`src/rtl/mem_arbiter.sv`:
```
// rtl/mem_arbiter.sv - round-robin arbiter sharing one block memory port between I-cache and D-cache
module mem_arbiter #(
  parameter int ADDR_WIDTH = 28,
  parameter int DATA_WIDTH = 128,
  parameter int TIMEOUT    = 255
) (
  input  logic                  CLK,
  input  logic                  RESET,
  input  logic                  I_READ,
  input  logic [ADDR_WIDTH-1:0] I_ADDRESS,
  output logic [DATA_WIDTH-1:0] I_READDATA,
  output logic                  I_BUSYWAIT,
  input  logic                  D_READ,
  input  logic                  D_WRITE,
  input  logic [ADDR_WIDTH-1:0] D_ADDRESS,
  input  logic [DATA_WIDTH-1:0] D_WRITEDATA,
  output logic [DATA_WIDTH-1:0] D_READDATA,
  output logic                  D_BUSYWAIT,
  output logic                  M_READ,
  output logic                  M_WRITE,
  output logic [ADDR_WIDTH-1:0] M_ADDRESS,
  output logic [DATA_WIDTH-1:0] M_WRITEDATA,
  input  logic [DATA_WIDTH-1:0] M_READDATA,
  input  logic                  M_BUSYWAIT,
  output logic                  ARB_ERROR
);

  localparam int CW = $clog2(TIMEOUT + 1);

  typedef enum logic [1:0] {IDLE, GRANT_I, GRANT_D, RELEASE} state_t;

  state_t        state, state_next;
  logic          owner_d;
  logic          last_d;
  logic [CW-1:0] grant_cnt;
  logic [CW-1:0] cnt_inc;
  logic          d_req;
  logic          grant_i, grant_d, finish, expire;

  assign d_req = D_READ | D_WRITE;

  // cnt_inc is the number of the grant cycle now in progress (1 in the first one)
  assign cnt_inc = (grant_cnt == CW'(TIMEOUT)) ? grant_cnt : grant_cnt + CW'(1);

  always_ff @(posedge CLK or negedge RESET) begin
    if (!RESET) state <= IDLE;
    else        state <= state_next;
  end

  always_comb begin
    state_next = state;
    grant_i    = 1'b0;
    grant_d    = 1'b0;
    finish     = 1'b0;
    expire     = 1'b0;
    case (state)
      IDLE: begin
        if (I_READ && (!d_req || last_d)) begin
          grant_i    = 1'b1;
          state_next = GRANT_I;
        end else if (d_req) begin
          grant_d    = 1'b1;
          state_next = GRANT_D;
        end
      end
      GRANT_I, GRANT_D: begin
        if (!M_BUSYWAIT) begin
          finish     = 1'b1;
          state_next = RELEASE;
        end else if (cnt_inc == CW'(TIMEOUT)) begin
          expire     = 1'b1;
          state_next = RELEASE;
        end
      end
      RELEASE: state_next = IDLE;
      default: state_next = IDLE;
    endcase
  end

  always_ff @(posedge CLK or negedge RESET) begin
    if (!RESET) begin
      M_READ      <= 1'b0;
      M_WRITE     <= 1'b0;
      M_ADDRESS   <= '0;
      M_WRITEDATA <= '0;
      I_READDATA  <= '0;
      D_READDATA  <= '0;
      ARB_ERROR   <= 1'b0;
      grant_cnt   <= '0;
      owner_d     <= 1'b0;
      last_d      <= 1'b0;
    end else if (grant_i) begin
      M_ADDRESS <= I_ADDRESS;
      M_READ    <= 1'b1;
      M_WRITE   <= 1'b0;
      grant_cnt <= '0;
      owner_d   <= 1'b0;
      last_d    <= 1'b0;
    end else if (grant_d) begin
      // a write-back takes priority when both D strobes are raised
      M_ADDRESS   <= D_ADDRESS;
      M_WRITEDATA <= D_WRITEDATA;
      M_WRITE     <= D_WRITE;
      M_READ      <= ~D_WRITE;
      grant_cnt   <= '0;
      owner_d     <= 1'b1;
      last_d      <= 1'b1;
    end else if (state == GRANT_I || state == GRANT_D) begin
      grant_cnt <= cnt_inc;
      if (finish || expire) begin
        M_READ  <= 1'b0;
        M_WRITE <= 1'b0;
      end
      if (expire) ARB_ERROR <= 1'b1;
      if (finish && M_READ) begin
        if (owner_d) D_READDATA <= M_READDATA;
        else         I_READDATA <= M_READDATA;
      end
    end
  end

  assign I_BUSYWAIT = I_READ & ~(state == RELEASE && !owner_d);
  assign D_BUSYWAIT = d_req  & ~(state == RELEASE &&  owner_d);

endmodule

```
`config.mk`:
```
export PLATFORM = sky130hd
export DESIGN_NAME = mem_arbiter
export DESIGN_NICKNAME = d
export VERILOG_FILES = /design/src/rtl/mem_arbiter.sv
export SDC_FILE = /design/constraint.sdc
export NUM_CORES = 1
export LEC_CHECK = 0
export BUFFER_PORTS_ARGS = -buffer_cell sky130_fd_sc_hd__buf_2
export CORE_AREA = 2 2 283 285
export CTS_CLUSTER_DIAMETER = 30
export DETAILED_ROUTE_END_ITERATION = 16
export DIE_AREA = 0 0 285 287
export GPL_ROUTABILITY_DRIVEN = 0
export PLACE_DENSITY_LB_ADDON = 0.3
export RECOVER_POWER = 25
export SYNTH_ARGS = -nofsm -noshare
export SYNTH_HDL_FRONTEND = slang
export SYNTH_SLANG_ARGS = --single-unit
```
`constraint.sdc`:
```
create_clock -name CLK -period 2.4 [get_ports CLK]
set_input_delay 0.24 -clock CLK [delete_from_list [all_inputs] [get_ports CLK]]
set_output_delay 0.24 -clock CLK [all_outputs]
set_load 0.005 [all_outputs]
```
Word-level counts from Yosys, hierarchy flattened --
Cells that the tools add are included.
Storage, ports and cells: bits of input ports 318, memory bits (read-only) 0, register bits 426, bits in latches 0, word-level logic and storage cells 76, memories kept 0, RAM bits 0
Cells by class: magnitude comparators 0, bitwise logic cells 9, equality and inequality tests 7, add/subtract/negate cells 1, reduce and logical (&&, ||, !) cells 20, divide/modulo/power cells 0, $mul 0, shift operators 0, mux-type cells 29
Operators by type and width (count):
- 28-bit two-way mux | 2
- 8-bit two-way mux | 4
- 1-bit two-way mux | 18
- 8-bit equality test (second input constant) | 2
- 5-bit AND reduction | 2
- 8-bit by 1-bit adder with 8-bit output (second input constant) | 1
- 2-bit two-way mux | 4
- 3-bit != test (second input constant) | 2
- 1-bit inverter | 6
- 2-bit case mux with 3 select lines | 1
- 2-bit AND reduction | 3
- 3-bit nonzero test | 2
- 2-bit equality test (second input constant) | 2
- 1-bit logical AND | 4
- 4-bit AND reduction | 1
- 1-bit logical OR | 3
- 1-bit AND | 2
- 2-bit by 1-bit equality test with 1-bit output (second input constant) | 1
- 1-bit zero test | 2
- 2-bit zero test | 1
- 2-bit nonzero test | 1
- 2-bit OR reduction | 1
- 1-bit OR | 1

Depth between registers and ports, before layout --
Gate-level depths: netlist (run 1).
word-level depth 11, depth in mapped cells 9, depth with buffers taken out 6

Least setup slack after synthesis (run 1) --
OpenSTA, ideal clock, no wires.
path type register to register, from reg state[0], to reg I_READDATA[0], path slack 0.286 ns, arrival time 1.986 ns, required time 2.273 ns, cell stages (with the launch flop) 10, period minus slack after synthesis 2.114 ns, cell sequence dfrtp_1 inv_1 ha_1 clkbuf_1 nor2b_1 nand3_1 nor2_1 buf_4 buf_6 mux2_1
Between the ends: longest elaborated chain between the ends 5, elaborated cells between the ends (all ways) 12
RTL lines:
- from (decl) | line 32 | state_t state, state_next;
- from (signal assigned) | line 47 | else state <= state_next;
- 2-bit by 1-bit equality test with 1-bit output or 2-bit equality test (tied branches) | line 56, 108
- 2-bit OR reduction | line 56 | case (state)
- 1-bit two-way mux | line 56
- 1-bit logical AND | line 115 | if (finish && M_READ) begin
- 5-bit AND reduction (no line) (*)
- to (signal assigned) | line 86 | I_READDATA <= '0;
- to (signal assigned) | line 117 | else I_READDATA <= M_READDATA;
- to (decl) | line 11 | output logic [DATA_WIDTH-1:0] I_READDATA,
Mark *: on every way between the ends. The rest lies on a longest branch, timed or not. A chain may end at the register's enable or synchronous reset.

Worst setup path after layout (run 1) --
from reg state[1], to reg M_ADDRESS[17]
Between the ends: longest elaborated chain between the ends 3, elaborated cells between the ends (all ways) 5
RTL lines:
- 2-bit zero test (*) | line 56
- 1-bit two-way mux | line 56
- 28-bit two-way mux or 2-bit nonzero test (tied branches)
- to (signal assigned) | line 84 | M_ADDRESS <= '0;
- to (signal assigned) | line 93 | M_ADDRESS <= I_ADDRESS;
- to (signal assigned) | line 101 | M_ADDRESS <= D_ADDRESS;
- to (decl) | line 21 | output logic [ADDR_WIDTH-1:0] M_ADDRESS,
Marked as above.

==> impl_results.md, run 1 <==
* CP max FO at 31
* Seq pwr share at 0.329
* Cell Pwr Density at 1350 mW/mm^2
* Share of the synthesized area in the top cell type at 0.652
* Clk root buf: clkbuf_16
* Final net count at 2750
* Area Growth Syn to Fin at 74.4%
* Final hold vios at 0
* Slew headroom at -0.188
* P_int at about 26 mW
* CP endpoint kind: register
* Cts-stage hold buffer count at ~320
* Met1 Use GR at 0.145
* Routed WL at 55600 um
* WS Path Type: register to register
* Design Area, Final at around 0.029 sq mm
* Grt total ovfl at 0
* Mapped Avg Cell Area at about 13 sq um
* Yosys reg bits at 426
* Crit path max-delay family: buffers and inverters
* Final min period at 2340 ps
* Crit path max-delay cell type: dlygate4sd3_1
* Status: complete, but fails checks
* Xor/xnor share of the synthesized area at 0.00107
* Sink Count at around 430
* Num CTS Buffers at 100
* Via density per instance at 4.06
* Total GRT Usage at 0.132
* Vias at 14500
* Rows at 103
* Sequential area share after synthesis at 0.652
* Die area at 0.0818 sq mm
* CTS tree: done
* TritonRoute pass-1 iters at 9
* Top cells by area, synth: dfrtp_1, mux2_1, nand2_1, mux2_2, a222oi_1
* Most used cell, CP: inv_1
* Met2 usage at 0.230
* Final setup TNS at 0 ps
* Largest family of logic cells by synthesized area: multiplexers
* Post-CTS setup buffer count at 0
* Post-Synth Simple-Gate Area at 0.101
* Worst-path cell chain: inv_1, ha_1, buf_4, and3_1, buf_12, a222oi_1, dlygate4sd3_1, inv_1
* Fraction of layout cells with a size suffix above 1 at 0.402
* Worst clock skew at ~36 ps
* Crit start category: register
* Number of flops mapped to enable cells by yosys at 0
* Min-delay worst type: input port to register
* Net Sw Frac at 0.310
* Met3 usage at 0.0410
* Syn Inst Count at between 1000 and 1500
* Synthesized cell area at roughly 0.016 sq mm
* Adder-Cell Fraction of Synth Area at 0.00306
* Slew Viols, Final at 55
* Largest net degree at the start of global routing at a little over 70
* Worst Max-Slew Pin Slew at around 1800 ps
* Core area at 0.0786 sq mm
* Clock slew at reported path FFs at about 40 ps
* H-tree Lvls at 3
* CP arrival at between 2000 and 3000 ps
* Max Cap Violations at 1
* Most used routing layer: met2
* Post-CTS resize count at 0
* Complex-gate fraction of the synthesized area at 0.0325
* Die Ht at 287 um
* Worst vdd ir at slightly above 0.6 mV
* Post-synthesis mux area share at 0.177
* FMAX at 428 MHz
* Number of global-route vias before repair at approximately 16000
* First-pass GRT wire length at 86000 um
* DRT iter0 DRCs at 603
* LEAKAGE at 14.5 nW
* Worst path bufs/invs at 5
* Failing checks: max-capacitance violations, max-slew violations
* Post-synth top area cell: dfrtp_1
* RSZ-0062 raised after global routing: false
* Clock Path Buffers at 3
* Port Buf Inserts at 734
* Max incr delay on CP at 590 ps
* Yosys warns at 0
* Ports at 735
* Residual DRC at 0
* Final ANT Viol Nets at 0
* Crit share post-route at 0.974
* Required @ worst endpoint at 2920 ps
* Placed Area at 0.0217 sq mm
* Fraction of registers with async set/reset at 1.00
* Starting Density at 0.208
* Switching pwr at 11.9 mW
* Synth unique cells at 46
* Antenna violations before repair at 2
* Clock power share at 0.376
* DP Wirelength at 39300 um
* Comb pwr share at 0.295
* Die W at 285 um
* Syn_nets at 1602
* Most numerous cell in the Yosys netlist: dfrtp_1
* Final setup vio count at 0
* Wire length per cell at 15.6 um
* Top_reg_cell synth: dfrtp_1
* Worst-Skew Late Latency at 630 ps
* Commonest cells post-synth: dfrtp_1, nand2_1, mux2_1, inv_1, mux2_2
## power by group through the flow
stage	logic (mW)	registers (mW)	clock network, mW
detailed placement	11.1	12.7	0
global route	12.5	13.0	15.3
global placement	10.8	12.6	0
finish	11.3	12.6	14.5
floorplan	4.62	12.7	0
CTS	11.5	12.6	14.8
## per-layer routing
layer / vias to the layer above / routed length [um]
li1: 6647 / -
met1: 6993 / 21100
met2: 700 / 27900
met3: 134 / 4420
met4: 4 / 2080
met5: - / 25
## metrics by stage
step	total power [mW]	hold WS (ps)	setup WS [ps]	util	instances
final	38.4	179	63.5	0.363	3566
after global routing	40.8	168	0.389	0.363	3565
after floorplan	17.4	-55.6	286	-	1280
after global placement	23.4	230	271	0.276	3060
after detailed placement	23.8	230	290	0.276	3060
after CTS	39.0	115	70.2	0.363	3565
## layout by cell type (no fill, tap or decap), types with 3 or more instances in the layout
cell             n
and3_1           3
a211oi_1         3
nand3_1          8
buf_2          733
a21oi_1          5
a21boi_0         3
dfrtp_1        426
clkinv_2        18
inv_6            3
nor3_1           3
bufinv_16       19
dlygate4sd3_1  316
clkinv_16        3
nand2_1        390
buf_4           35
clkbuf_1        18
inv_1           36
clkbuf_2         6
clkbuf_16      100
ha_1             4
clkinv_4         6
mux2_2          34
clkbuf_8        10
o21ai_0          4
a222oi_1        28
nor2_1           3
a31oi_1          3
mux2_1         222
clkinvlp_4      16
buf_12          20
## logic make-up after synthesis
family	count (synthesis)
flip-flops	426
buffers and inverters	107
multiplexers	257
AND/OR/NAND/NOR	423
AO/OA/AOI/OAI	61
adder cells (fa/ha/maj)	4
XOR/XNOR	2
## cell type report
type                       count  area (sq um)
timing repair buffer        1117          7550
sequential                   426         10700
antenna                        1          2.50
multi-input combinational    747          5170
fill                        7647         50100
clock inverter                67           986
clock buffer                 122          2690
inverter                      36           135
tap                         1050          1310
## flip-flops by register name (all words and copies together), names as in the netlist
register	flops
ARB_ERROR	1
D_READDATA	128
I_READDATA	128
M_ADDRESS	28
M_READ	1
M_WRITE	1
M_WRITEDATA	128
grant_cnt	8
last_d	1
state	2
## path summary, 6_finish.rpt
kind,startpoint,cells past startpoint,endpoint,slack (ps)
worst max-delay path,state[1],8,M_ADDRESS[17],60
worst min-delay path,D_READ,4,state[0],180
worst max register to register,state[1],8,M_ADDRESS[17],60
worst min register to register,ARB_ERROR,1,ARB_ERROR,460
max in group asynchronous,RESET,3,D_READDATA[74],350
min in group asynchronous,RESET,2,D_READDATA[18],620
## tightest hold or removal path, cell delays in order
cell     delay, ps
buf_2          130
or4b_2         170
o22ai_1         80
nor3_1         120
Power figures use the tool's default switching activity.
==> inputs of run 2 (changes only) <==
==> constraint.sdc (replaced) <==
create_clock -name CLK -period 2.4 [get_ports CLK]
set_input_delay 0.72 -clock CLK [delete_from_list [all_inputs] [get_ports CLK]]
set_output_delay 0.72 -clock CLK [all_outputs]
set_load 0.005 [all_outputs]
==> run 2 against run 1 <==
  * The run now ends clean
  * Final cell count shrank 9.0%
  * Maximum frequency is 3.4% higher
  * Sequential power barely moved
  * Critical path type is now register to output pin
  * Largest power group unchanged
  * Highest routed layer unchanged
==> impl_results.md, run 2 (synthesized netlist as in run 1, its figures left out) <==
* Die Ht at 287 um (unchanged)
* Worst hold slack at 275 ps (+96.3 ps)
* Num CTS Buffers at 100 (unchanged)
* Total GRT Usage at 0.125 (-0.00705)
* DP Wirelength at 40000 um (+1.7%)
* Area Growth Syn to Fin at 53.2%
* WHS Endpoint: M_WRITEDATA[67]
* LEAKAGE at 13.0 nW (-10%)
* Worst-path cell chain: ha_2, a21boi_1, buf_2
* Die area at 0.0818 sq mm (unchanged)
* Clock slew at reported path FFs at 50 ps (about the same)
* First-pass GRT wire length at 80600 um (-6.3%)
* Crit Reg-Reg Endpoint: D_READDATA[31]
* H-tree Lvls at 3 (unchanged)
* Max Cap Violations at 0 (-1)
* Commonest non-fill, non-tap cells in the layout: buf_2, dfrtp_1, nand2_1, mux2_1, clkbuf_16
* Die W at 285 um (unchanged)
* Status: complete, no violations
* Routed WL at 52800 um (-4.9%)
* Largest net degree at the start of global routing at 70 (-2.8%)
* Min-delay worst type: input port to register
* Final setup TNS at 0 ps (unchanged)
* Crit path max-delay family: flip-flops
* CP max FO at 4 (-87%)
* Hold path startpoint: D_WRITEDATA[67]
* Post-layout util at 0.318 (-0.0442)
* Final ANT Viol Nets at 0 (unchanged)
* CTS tree: done
* Antenna violations before repair at 4 (+2)
* Worst-Skew Late Latency at 630 ps (about the same)
* Clk root buf: clkbuf_16
* Starting Density at 0.208 (unchanged)
* CP endpoint kind: output pin
* Final net count at 2432 (-12%)
* Number of global-route vias before repair at 14200 (-9.9%)
* Final setup vio count at 0 (unchanged)
* Fraction of layout cells with a size suffix above 1 at 0.460 (+0.0573)
* Cell Pwr Density at 1460 mW/mm^2 (+8.7%)
* Required @ worst endpoint at 1680 ps (-1240 ps)
* Via density per instance at 4.03 (-0.67%)
* WS Path Type: register to output pin
* DRT iter0 DRCs at 544 (-9.8%)
* Largest regs: D_READDATA (128), I_READDATA (128), M_WRITEDATA (128)
* Rows at 103 (unchanged)
* Crit path max-delay cell type: dfrtp_1
* Final min period at 2260 ps (-77.4 ps)
* CP arrival at 1540 ps (-1320 ps)
* Sink Count at 426 (unchanged)
* Setup slack on the worst flop-to-flop path at 180 ps (+120 ps)
* Worst reg2reg path depth at 7 (-1)
* Grt total ovfl at 0 (unchanged)
* Final hold vios at 0 (unchanged)
* Slew headroom at 0.305 (+0.493)
* Clock Path Buffers at 3 (unchanged)
* Worst Max-Slew Pin Slew at 1040 ps (-740 ps)
* Slew Viols, Final at 0 (-100%)
* Placed Area at 0.0217 sq mm (about the same)
* Fillers at 8082 (+5.7%)
* Overall power at 36.7 mW (-4.5%)
* Vias at 13100 (-9.6%)
* Leading cell type in the layout, fill and taps excluded: buf_2
* FMAX at 443 MHz (+3.4%)
* Core area at 0.0786 sq mm (unchanged)
* Max incr delay on CP at 410 ps (-180 ps)
* Worst reg2reg startpoint: state[0]
* Wire length per cell at 16.3 um (+4.5%)
* Port Buf Inserts at 734 (unchanged)
* TritonRoute pass-1 iters at 9 (unchanged)
* Crit start category: register
* Worst vdd ir at 0.634 mV (+1.7%)
* Residual DRC at 0 (unchanged)
* Design Area, Final at 0.0250 sq mm (-12%)
* RSZ-0062 raised after global routing: false
* Ports at 735 (unchanged)
* Worst path bufs/invs at 1 (-4)
* Worst clock skew at 46.4 ps (+10.6 ps)
* Crit share post-route at 0.941 (-0.0322)
* Hold Path Depth at 3 (-1)
* Post-CTS setup buffer count at 0 (unchanged)
run 2: how the worst max path moves through the flow:
stage                   from         endpoint  slack, ps  cells past startpoint
detailed placement    I_READ   I_READDATA[84]         30                      7
floorplan             I_READ    I_READDATA[0]        180                      7
global route        state[0]       D_BUSYWAIT         30                      3
finish              state[0]       D_BUSYWAIT        140                      3
global placement      I_READ  I_READDATA[103]         60                      7
CTS                 state[0]       I_BUSYWAIT        -20                      3
run 2: area by class of cell:
class	instances	area, sq um	area share
Inverter	36	135	0.00540
Antenna cell	1	2.50	0.0000999
Sequential cell	426	10700	0.426
Clock buffer	128	2780	0.111
Clock inverter	57	637	0.0254
Tap cell	1050	1310	0.0525
Timing Repair Buffer	799	4330	0.173
Multi-Input combinational cell	747	5180	0.207
run 2: what timing repair did:
item                                    CTS  global route
hold endpoints to repair                 27             0
endpoints found under the setup margin    2             2
hold buffers                              1             0
resized for setup                         0             4
run 2: report_power, final:
group / switching [mW] / internal [mW] / leakage, nW
registers: 1.95 / 10.7 / 5.23
logic: 5.36 / 5.30 / 6.13
clock network: 4.39 / 8.96 / 1.64
total: 11.7 / 25.0 / 13.0
run 2: per-layer routing:
layer  global-route usage  routed length, um  vias up
met5                    0                 55        -
met4               0.0545               1750        8
met3               0.0432               4580      131
met2                0.216              26200      595
met1                0.138              20200     6341
li1                     -                  -     6008
run 2: per-stage QoR:
stage | setup slack [ps] | instances
floorplan | 183 | 1280
global placement | 60.1 | 3057
detailed placement | 32.2 | 3057
CTS | -18.1 | 3243
global route | 27.4 | 3243
finish | 141 | 3244
run 2: worst register-to-register path, cell delays in order (launching register included):
cell	delay (ps)
dfrtp_1	410
inv_1	90
ha_1	370
o31ai_4	140
nand4_1	200
buf_12	200
buf_12	310
mux2_1	380
